==> config.mk <==
export PLATFORM = sky130hd
export DESIGN_NAME = seq_detector_param
export DESIGN_NICKNAME = d
export VERILOG_FILES = /design/src/rtl/seq_det_pkg.sv /design/src/rtl/sat_counter.sv /design/src/rtl/seq_detector_param.sv
export SDC_FILE = /design/constraint.sdc
export NUM_CORES = 1
export LEC_CHECK = 0
export ABC_AREA = 1
export BUFFER_PORTS_ARGS = -buffer_cell sky130_fd_sc_hd__buf_4
export CAP_MARGIN = 40
export CORE_MARGIN = 2
export CORE_UTILIZATION = 30
export DETAILED_ROUTE_END_ITERATION = 8
export HOLD_SLACK_MARGIN = 0.05
export PLACE_DENSITY = 0.48
export SETUP_SLACK_MARGIN = 0.05
export SYNTH_ARGS = -nofsm -noshare
export SYNTH_HDL_FRONTEND = slang
export SYNTH_SLANG_ARGS = --single-unit
==> constraint.sdc <==
create_clock -name clk -period 3 [get_ports clk]
set_input_delay 0.15 -clock clk [delete_from_list [all_inputs] [get_ports clk]]
set_output_delay 0.15 -clock clk [all_outputs]
set_load 0.01 [all_outputs]
==> src/rtl/seq_det_pkg.sv <==
// seq_det_pkg: shared output-mode constants and fill-counter sizing for the serial pattern detectors
package seq_det_pkg;
  localparam int MODE_MEALY = 0;
  localparam int MODE_MOORE = 1;
  function automatic int fill_w(input int len);
    return $clog2(len + 1);
  endfunction
endpackage

==> src/rtl/sat_counter.sv <==
// sat_counter: W-bit counter (clk, rst sync high, inc) -> q, increments on inc and sticks at all-ones
module sat_counter #(
  parameter int W = 8
) (
  input  logic         clk,
  input  logic         rst,
  input  logic         inc,
  output logic [W-1:0] q
);
  always_ff @(posedge clk) q <= rst ? '0 : (inc && !(&q)) ? q + W'(1) : q;
endmodule

==> src/rtl/seq_detector_param.sv <==
// seq_detector_param: serial pattern detector (clk, rst, en, j) -> det (Moore/Mealy), saturating match_count
module seq_detector_param
  import seq_det_pkg::*;
#(
  parameter int                     PATTERN_LEN = 5,
  parameter logic [PATTERN_LEN-1:0] PATTERN     = 5'b10010,
  parameter int                     MOORE       = MODE_MOORE,
  parameter bit                     OVERLAP     = 1'b1,
  parameter int                     CNT_W       = 8
) (
  input  logic             clk,
  input  logic             rst,
  input  logic             en,
  input  logic             j,
  output logic             det,
  output logic [CNT_W-1:0] match_count
);
  localparam int FW = fill_w(PATTERN_LEN);
  if (PATTERN_LEN < 2 || PATTERN_LEN > 16) begin : g_len_chk
    $error("seq_detector_param: PATTERN_LEN must be 2..16");
  end
  logic [PATTERN_LEN-1:0] hist, shifted;
  logic [FW-1:0]          fill;
  logic                   hit, match;
  always_comb begin
    shifted = {hist[PATTERN_LEN-2:0], j};
    match   = en && !rst && (fill >= FW'(PATTERN_LEN - 1)) && (shifted == PATTERN);
    det     = (MOORE == MODE_MOORE) ? hit : match;
  end
  always_ff @(posedge clk) begin
    if (rst) begin
      hist <= '0;
      fill <= '0;
      hit  <= 1'b0;
    end else if (en) begin
      hist <= shifted;
      hit  <= match;
      fill <= (match && !OVERLAP) ? '0 : (fill == FW'(PATTERN_LEN)) ? fill : fill + FW'(1);
    end
  end
  sat_counter #(.W(CNT_W)) u_cnt (
    .clk(clk),
    .rst(rst),
    .inc(match),
    .q  (match_count)
  );
endmodule
## Yosys cells after proc, flatten, opt, wreduce, memory -nomap -nowiden

Index checks and enable logic that the tools add are counted.

| storage, ports and cells | value |
|---|---|
| flip-flop bits (word level) | 16 |
| bits of input ports | 4 |
| output and inout port bits | 9 |
| logic and storage cells | 18 |

| operators by class | value |
|---|---|
| $add $sub $neg | 2 |
| $lt $le $gt $ge | 1 |
| eq/ne operators | 2 |
| bitwise gates (word level) | 1 |
| reductions and logical operators | 8 |

Operators by type and width:

| operator | number |
|---|---|
| adder 8 x 1 -> 8 bit, second input constant | 1 |
| AND reduction 8 bit | 1 |
| equality test 5 bit, second input constant | 1 |
| logical AND 1 bit | 4 |
| adder 3 x 1 -> 3 bit, second input constant | 1 |
| equality test 3 bit, second input constant | 1 |
| >= comparator 3 bit, second input constant | 1 |
| zero test 1 bit | 2 |
| AND reduction 2 bit | 1 |
| inverter 1 bit | 1 |

## Depth between registers and ports, before layout

Gate-level depths: netlist of the first run.

| logic depth | value |
|---|---|
| depth after elaboration | 5 |
| gate-level depth with buffers | 9 |
| depth with buffers taken out | 8 |

## Cells and area by module

Synthesis of the first run repeated with hierarchy kept, for this count alone.

| unflattened totals | value |
|---|---|
| cell total of the unflattened synthesis | 122 |
| area, all modules | 865.8 µm² |

Modules (own cells, without submodules):

| module | instances | cells each | area each (µm²) | seq. area each (µm²) |
|---|---|---|---|---|
| sat_counter | 1 | 73 | 475.5 | 160.2 |
| seq_detector_param | 1 | 49 | 390.4 | 160.2 |

## Least setup slack after synthesis of the first run

No wires, ideal clock.

| timing | value |
|---|---|
| kind | register to register |
| start | register u_cnt.q[0] |
| end | register u_cnt.q[2] |
| setup time | 115 ps |
| arrival time | 1231 ps |
| required time | 2885 ps |
| slack | 1654 ps |
| stages on the path, launching flop included | 8 |
| path buffers | 1 |
| period minus slack after synthesis | 1346 ps |
| path through | dfxtp_1 > ha_1 > nand2_2 > nor2_2 > nand2_1 > buf_6 > a21oi_1 > nor2_1 |

| between the ends | value |
|---|---|
| word-level cells in the longest chain between the ends | 3 |
| elaborated cells between the ends (all ways) | 4 |
| those cells by class | add/sub (1); reduce/logical (3) |

RTL lines:

| what | line | text |
|---|---|---|
| start: declaration | sat_counter.sv:8 | `output logic [W-1:0] q` |
| start signal: assignment | sat_counter.sv:10 | `always_ff @(posedge clk) q <= rst ? '0 : (inc && !(&q)) ? q + W'(1) : q;` |
| branches (longest 3 deep; another with adder 8 x 1 -> 8 bit) | - |  |

Parallel ways; which one is timed is not known.
A chain may end at the register's enable or synchronous reset.

## Final worst setup path of the first run

| timing | value |
|---|---|
| start | register u_cnt.q[0] |
| end | register u_cnt.q[5] |

The elaborated chain is that of the path after synthesis.

==> impl_metrics.yaml, run 1 <==
critical_path:
  critPathMaxStageDelay_ns: 0.45
  r2r-start: "u_cnt.q[0]$_SDFFE_PP0P_"
  cp_max_fo: 11
  cp-start-kind: "register"
  worst_r2r_endpoint: "u_cnt.q[5]$_SDFFE_PP0P_"
  critical_path_arrival_ns: 1.78
  critPathSlowestCell: "dfxtp_1"
  crit_type: "register to register"
  critPathMostFrequentCell: "nand2_1"
  crit_path_end_kind: "register"
  critical_path_required_ns: 3.20
  path_cells: "ha_1 > nand2_2 > nor2_2 > nand2_1 > nand2_1 > nand2_1 > nand2_1 > nor2_1"
  r2r_cells: 8
  r2r_slack_ns: 1.42
cells_and_area:
  n_antenna_cell: 0
  area_growth_pct: 15.77
  final_cell_area_um2: 992.2
  drive_gt1_share_pct: 14.89
  nNetsFinal: 149
  utilization_pct: 36.29
drt:
  vias: 781
  drc: 0
  dr.pass1.iters: 4
  drtAntennaViolNets: 0
  wire_per_inst_um: 10.19
  drtIter0Drc: 11
  viasPerCell: 4.541
  drt-total-wl_um: 1753
placed_design:
  postPlaceCellArea_um2: 955.9
  hpwl_um: 1322
  port_buffers: 12
  gp_congestion: 0.7237
floorplan:
  dieArea_um2: 3301
  core_area_um2: 2734
  rows: 19
  start_util_pct: 31.35
  io_pins: 13
  die_h_um: 57.45
  fp.dieW_um: 57.45
sta:
  finalHoldViolations: 0
  rsz0062_at_grt: "false"
  whs_ns: 0.06901
  tightest_slew_ns: 0.3584
  slew_violations: 0
  tns_ns: 0
  setup_viol: 0
  max_freq_mhz: 634.8
  post-route-min-period_ns: 1.575
  relSlewSlack_pct: 76.05
  period_share_pct: 52.51
  finClkSkew_ns: 0.008102
synthesis:
  avgSynthCellArea_um2: 6.696
  yosys_warnings: 0
  ys_seq_elements: 16
  netlist_instances: 128
  synth_cell_types: 20
  syn_nets: 135
  synthesis.area_um2: 857.1
  yosysSeqAreaShare_pct: 37.37
global_route:
  grt_max_degree: 13
  overflow: 0
  grt_pass1_wl_um: 3008
  grt_pass1_vias: 700
  antenna_found_initial: 0
  track_usage_pct: 11.71
clock_network:
  postCtsSetupBuffers: 0
  htreeDepth: 1
  tritoncts: "built"
  cts_buffers: 3
  cts_buffer_depth: 2
  root_buffer: "clkbuf_4"
  cts.clk_slew.worst_paths_ns: 0.11
  hold_buffers: 0
  clkLatencyLatePin_ns: 0.29
  cts_resized: 0
  cts_sinks: 16
power:
  p_leak_nw: 0.4482
  ir_drop_mv: 0.2397
  power.density_nw_per_um2: 395.7
  power.total_mw: 0.3926
outcome:
  outcome: "completed"
worst_hold_path:
  hold_path_class: "input port to register"
  min_to: "u_cnt.q[3]$_SDFFE_PP0P_"
  holdCritStartpoint: "rst"
  holdPathStages: 2
job:
  max-cap-violations: 0
[sequential cells by signal, summed over array words and instances, names as in the netlist]
register  flops
u_cnt.q       8
hist          4
fill          3
det           1
[kinds of logic (layout without fill, tap and decap cells)]
logic type | after synthesis | count (layout) | synth area share [%]
AND/OR/NAND/NOR | 70 | 70 | 35.33
AO/OA/AOI/OAI | 19 | 19 | 11.39
buffers and inverters | 19 | 32 | 10.51
flip-flops | 16 | 16 | 37.37
adder cells (fa/ha/maj) | 3 | 3 | 4.380
XOR/XNOR | 1 | 1 | 1.022
[how the worst max path moves through the flow]
stage                                         end                    start  slack (ns)  cells past startpoint
final                     u_cnt.q[5]$_SDFFE_PP0P_  u_cnt.q[0]$_SDFFE_PP0P_        1.42                      8
after global routing      u_cnt.q[3]$_SDFFE_PP0P_  u_cnt.q[0]$_SDFFE_PP0P_        1.30                      8
after CTS                 u_cnt.q[5]$_SDFFE_PP0P_  u_cnt.q[0]$_SDFFE_PP0P_        1.43                      8
after detailed placement  u_cnt.q[5]$_SDFFE_PP0P_  u_cnt.q[0]$_SDFFE_PP0P_        1.44                      8
after global placement    u_cnt.q[5]$_SDFFE_PP0P_  u_cnt.q[0]$_SDFFE_PP0P_        1.52                      8
after floorplan           u_cnt.q[2]$_SDFFE_PP0P_  u_cnt.q[0]$_SDFFE_PP0P_        1.65                      7
[layout make-up]
type	instances	area [um2]
Sequential cell	16	320.3
Inverter	16	60.06
Clock buffer	4	36.28
Multi-Input combinational cell	93	446.7
Fill cell	302	1742
Tap cell	31	38.79
Timing Repair Buffer	12	90.09
[stage by stage]
stage | cells | setup slack, ns
3_5_place_dp | 168 | 1.444
4_1_cts | 172 | 1.426
3_3_place_gp | 168 | 1.517
5_1_grt | 172 | 1.296
6_report | 172 | 1.425
2_1_floorplan | 128 | 1.654
[per-layer routing]
layer	vias up	part of all wire [%]	global-route usage, %
met3	2	3.3	4.082
met2	8	47	19.97
li1	429	-	-
met1	342	48	13.55
met5	-	0	0
met4	0	1.0	3.987
[Yosys cell counts, drive strengths merged]
library cell / number / area share [%]
dfxtp: 16 / 37
nand3b: 1 / 0.88
o21ai: 6 / 3.5
o21bai: 1 / 0.88
clkinv: 1 / 0.44
nor2: 23 / 11
nor3: 1 / 0.58
inv: 15 / 6.6
buf: 3 / 3.5
nand4: 2 / 1.5
xnor2: 1 / 1.0
a21oi: 12 / 7.0
ha: 3 / 4.4
nand2: 35 / 16
nand3: 8 / 5.3
[report_power, final]
part           total, mW  internal, mW  switching (mW)
Clock              0.148        0.0739          0.0740
Combinational     0.0230       0.00890          0.0141
Sequential         0.222         0.218         0.00395
[layout by cell type, fill, tap and decap left out, types with 2 or more instances in the layout]
| cell type | n |
|---|---|
| dfxtp_1 | 16 |
| a21oi_1 | 12 |
| nand2_2 | 2 |
| nand3_1 | 7 |
| o21ai_0 | 6 |
| inv_1 | 15 |
| buf_4 | 12 |
| clkbuf_4 | 3 |
| nand2_1 | 33 |
| nand4_1 | 2 |
| nor2_1 | 21 |
| ha_1 | 3 |
[critical path, delay by kind of cell, from the launching register on]
| kind | cells | cell delay (ns) |
|---|---|---|
| simple gates | 7 | 0.77 |
| fa+ha+maj | 1 | 0.26 |
| flops | 1 | 0.45 |
(Power assumes the default switching activity.)
==> inputs of run 2 (changes only) <==
Clock period 3 ns to 1.56 ns, I/O delays scaled along.
==> impl_metrics.yaml, run 2 (synthesis gave the netlist of run 1 again) <==
placed_design:
  gp_congestion: 0.7139
  dp_cells: 172
  port_buffers: 12
  hpwl_um: 1339
  postPlaceCellArea_um2: 985.9
floorplan:
  core_area_um2: 2734
  rows: 19
  die_h_um: 57.45
  fp.dieW_um: 57.45
  io_pins: 13
  start_util_pct: 31.35
  dieArea_um2: 3301
drt:
  dr.pass1.iters: 4
  drtAntennaViolNets: 0
  viasPerCell: 4.520
  drt-total-wl_um: 1755
  drc: 0
  drtIter0Drc: 12
  wire_per_inst_um: 9.915
  vias: 800
critical_path:
  critical_path_required_ns: 1.75
  critPathMaxStageDelay_ns: 0.53
  crit_path_end_kind: "register"
  crit_type: "input port to register"
  cp_max_fo: 12
  path_cells: "dlygate4sd3_1 > buf_4 > nor2_1 > nand2_1 > nor2_4 > nand2_1 > nor2_1 > nor2_1"
  worst_r2r_endpoint: "u_cnt.q[5]$_SDFFE_PP0P_"
  critical_path_arrival_ns: 1.60
  critPathSlowestCell: "dlygate4sd3_1"
  cp-start-kind: "input port"
  r2r-start: "u_cnt.q[0]$_SDFFE_PP0P_"
  r2r_cells: 8
  critPathMostFrequentCell: "nor2_1"
  r2r_slack_ns: 0.24
cells_and_area:
  most-common-layout-cells: "32 x nand2_1, 21 x nor2_1, 16 x dfxtp_1, 16 x buf_4, 15 x inv_1"
  drive_gt1_share_pct: 17.12
  final_common_cell: "nand2_1"
  max_flop_register: "u_cnt.q"
  area_growth_pct: 20.29
  n_antenna_cell: 0
  final_cell_area_um2: 1031
  stdcell_count: 177
  nNetsFinal: 155
  largest_register_ff_count: 8
  reg_top3: "u_cnt.q: 8 flops, hist: 4 flops, fill: 3 flops"
  utilization_pct: 37.71
global_route:
  grt_busiest_layer: "met2"
  antenna_found_initial: 0
  grt_pass1_vias: 749
  grt_max_degree: 13
  track_usage_pct: 11.55
  met2_usage_pct: 19.64
  overflow: 0
  gr-usage-met1_pct: 12.67
  grt_pass1_wl_um: 2946
  met3_usage_pct: 5.215
worst_hold_path:
  holdPathStages: 3
  holdCritStartpoint: "en"
  min_to: "hist[0]$_SDFFE_PP0P_"
  hold_path_class: "input port to register"
clock_network:
  postCtsSetupBuffers: 0
  htreeDepth: 1
  root_buffer: "clkbuf_4"
  cts_buffers: 3
  cts_buffer_depth: 2
  cts.clk_slew.worst_paths_ns: 0.10
  clkLatencyLatePin_ns: 0.28
  tritoncts: "built"
  cts_sinks: 16
sta:
  max_freq_mhz: 706.9
  period_share_pct: 90.68
  rsz0062_at_grt: "false"
  finalHoldViolations: 0
  post-route-min-period_ns: 1.415
  tightest_slew_ns: 0.3421
  setup_viol: 0
  finClkSkew_ns: 0.005665
  slew_violations: 0
  relSlewSlack_pct: 77.17
  tns_ns: 0
power:
  swShare_pct: 23.59
  power.density_nw_per_um2: 671.2
  power_switching_mw: 0.1632
  p_clk_share_pct: 31.4
  power.total_mw: 0.6919
  power_frac_seq_pct: 61.6
  intPower_mw: 0.5287
  p_leak_nw: 0.4723
  combPwrFrac_pct: 7.0
  ir_drop_mv: 0.4815
outcome:
  outcome: "completed"
job:
  max-cap-violations: 0
## run 2: cell types whose count changed in the layout (fill, tap and decap cells not counted)
cell / change
nand2_1: -1
buf_4: +4
clkbuf_8: -1
nand2_2: +1
dlygate4sd3_1: +2
## run 2: worst max path at each step
stage,start,endpoint,slack (ns),depth (start not counted)
CTS,u_cnt.q[0]$_SDFFE_PP0P_,u_cnt.q[5]$_SDFFE_PP0P_,0.13,8
global placement,u_cnt.q[3]$_SDFFE_PP0P_,u_cnt.q[5]$_SDFFE_PP0P_,0.21,7
finish,j,u_cnt.q[5]$_SDFFE_PP0P_,0.15,8
global route,j,u_cnt.q[7]$_SDFFE_PP0P_,0.08,9
floorplan,u_cnt.q[0]$_SDFFE_PP0P_,u_cnt.q[2]$_SDFFE_PP0P_,0.21,7
detailed placement,u_cnt.q[0]$_SDFFE_PP0P_,u_cnt.q[5]$_SDFFE_PP0P_,0.14,8
## run 2: layer usage
layer / share of wire [%] / vias to the layer above / wire length (um)
met4: 1.0 / 0 / 18
met5: 0 / - / 0
met3: 3.4 / 2 / 60
li1: - / 441 / -
met2: 47 / 8 / 823
met1: 49 / 349 / 853
## run 2: power groups by stage
stage	Sequential (mW)	Clock (mW)	Combinational, mW
floorplan	0.434	0	0.0305
global placement	0.435	0	0.0438
detailed placement	0.436	0	0.0448
CTS	0.426	0.234	0.0489
global route	0.428	0.249	0.0559
finish	0.426	0.217	0.0485
## run 2: metrics by stage
step / worst slack [ns] / hold WS [ns]
after floorplan: 0.2136 / 0.1471
after global placement: 0.2073 / 0.3111
after detailed placement: 0.1408 / 0.3140
after CTS: 0.1261 / 0.05436
after global routing: 0.07540 / 0.05410
final: 0.1454 / 0.06674
## run 2: layout make-up
cell class	count	area, um2
fillers	299	1703
repair buffers	18	140.1
inverters	16	60.06
clock buffers	3	22.52
multi-input cells	93	449.2
well taps	31	38.79
flip-flops and latches	16	320.3
## run 2: repair_timing
item	CTS	global route
resized for setup	0	1
endpoints found under the hold margin	4	0
endpoints found under the setup margin	0	2
hold buffers	2	0
## run 2: critical path: cells and delay by family
family                 cells  cell delay (ns)
AND/OR/NAND/NOR            6             0.85
buffers and inverters      2             0.67
==> inputs of run 3 (changes only) <==
Settings changed: CTS_BUF_LIST set to sky130_fd_sc_hd__clkbuf_8 sky130_fd_sc_hd__clkbuf_16.
==> impl_metrics.yaml, run 3 (synthesis gave the netlist of run 1 again) <==
clock_network:
  clkLatencyLatePin_ns: 0.25
  htreeDepth: 1
  cts_buffer_depth: 2
  root_buffer: "clkbuf_8"
  postCtsSetupBuffers: 0
  cts_sinks: 16
  cts_buffers: 3
  cts.clk_slew.worst_paths_ns: 0.07
  tritoncts: "built"
power:
  p_leak_nw: 0.4759
  power.density_nw_per_um2: 760.2
  ir_drop_mv: 0.6355
global_route:
  grt_busiest_layer: "met2"
  grt_max_degree: 13
  antenna_found_initial: 0
  met3_usage_pct: 4.989
  met2_usage_pct: 19.97
  grt_pass1_wl_um: 2967
  grt_pass1_vias: 743
  gr-usage-met1_pct: 12.95
  overflow: 0
  track_usage_pct: 11.92
sta:
  finalHoldViolations: 0
  finClkSkew_ns: 0.006286
  max_freq_mhz: 724.8
  period_share_pct: 88.44
  relSlewSlack_pct: 77.33
  tightest_slew_ns: 0.3397
  rsz0062_at_grt: "false"
  setup_viol: 0
  slew_violations: 0
  post-route-min-period_ns: 1.380
  tns_ns: 0
drt:
  drtAntennaViolNets: 0
  drtIter0Drc: 10
  drc: 0
  drt-total-wl_um: 1783
  vias: 821
  viasPerCell: 4.665
  wire_per_inst_um: 10.13
  dr.pass1.iters: 4
critical_path:
  r2r_cells: 8
  crit_type: "input port to register"
  critical_path_arrival_ns: 1.53
  crit_path_end_kind: "register"
  critical_path_required_ns: 1.71
  cp_max_fo: 12
  cp-start-kind: "input port"
placed_design:
  dp_cells: 172
  port_buffers: 12
  gp_congestion: 0.7139
  hpwl_um: 1339
floorplan:
  start_util_pct: 31.35
  die_h_um: 57.45
  rows: 19
  dieArea_um2: 3301
  fp.dieW_um: 57.45
  core_area_um2: 2734
  io_pins: 13
worst_hold_path:
  hold_path_class: "input port to register"
  holdPathStages: 3
cells_and_area:
  most-common-layout-cells: "32 x nand2_1, 21 x nor2_1, 16 x dfxtp_1, 16 x buf_4, 15 x inv_1"
  final_common_cell: "nand2_1"
  drive_gt1_share_pct: 17.24
  n_antenna_cell: 0
  area_growth_pct: 21.31
  n_fill_cell: 296
  largest_register_ff_count: 8
  reg_top3: "u_cnt.q: 8 flops, hist: 4 flops, fill: 3 flops"
  stdcell_count: 176
  max_flop_register: "u_cnt.q"
  nNetsFinal: 154
outcome:
  outcome: "completed"
job:
  max-cap-violations: 0
run 3: worst paths after layout:
path | start | to | slack (ns)
worst max-delay path | rst | u_cnt.q[5]$_SDFFE_PP0P_ | 0.18
worst min-delay path | j | hist[0]$_SDFFE_PP0P_ | 0.08
worst max register to register | u_cnt.q[0]$_SDFFE_PP0P_ | u_cnt.q[5]$_SDFFE_PP0P_ | 0.24
worst min register to register | hist[0]$_SDFFE_PP0P_ | hist[0]$_SDFFE_PP0P_ | 0.47
run 3: cell type report:
cell class / instances / area (um2) / share of cell area, %
Timing Repair Buffer: 17 / 130.1 / 12.52
Inverter: 16 / 60.06 / 5.776
Tap cell: 31 / 38.79 / 3.730
Sequential cell: 16 / 320.3 / 30.81
Multi-Input combinational cell: 93 / 449.2 / 43.20
Clock buffer: 3 / 41.29 / 3.971
run 3: layer usage:
layer | part of all wire (%) | routed length [um] | up-vias
met5 | 0 | 0 | -
met4 | 0.84 | 15 | 0
met3 | 4.9 | 88 | 2
met2 | 48 | 849 | 19
met1 | 46 | 829 | 362
li1 | - | - | 438
run 3: metrics by stage:
| stage | utilization (%) | hold WS, ns | power, mW | area (um2) | setup slack [ns] |
|---|---|---|---|---|---|
| 2_1_floorplan | - | 0.1471 | 0.4646 | 857.1 | 0.2136 |
| 3_3_place_gp | 36.06 | 0.3111 | 0.4792 | 985.9 | 0.2073 |
| 3_5_place_dp | 36.06 | 0.3140 | 0.4808 | 985.9 | 0.1408 |
| 4_1_cts | 37.94 | 0.07947 | 0.8072 | 1037 | 0.1297 |
| 5_1_grt | 38.03 | 0.08093 | 0.8309 | 1040 | 0.07960 |
| 6_report | 38.03 | 0.08395 | 0.7905 | 1040 | 0.1804 |
run 3: where the power goes:
part           switching [mW]  internal [mW]  total (mW)
clock network           0.146          0.171       0.317
registers             0.00758          0.419       0.427
logic                  0.0275         0.0188      0.0463
run 3: repair_timing:
action	in CTS	in global routing
hold endpoints to repair	3	0
setup endpoints to repair	0	2
resized for setup	0	1
hold buffers	1	0
run 3: critical path, stage by stage:
cell and delay (ns):
dlygate4sd3_1 0.54, buf_4 0.17, nor2_1 0.09, nand2_1 0.09, nor2_4 0.24, nand2_1 0.15, nor2_1 0.13, nor2_1 0.05
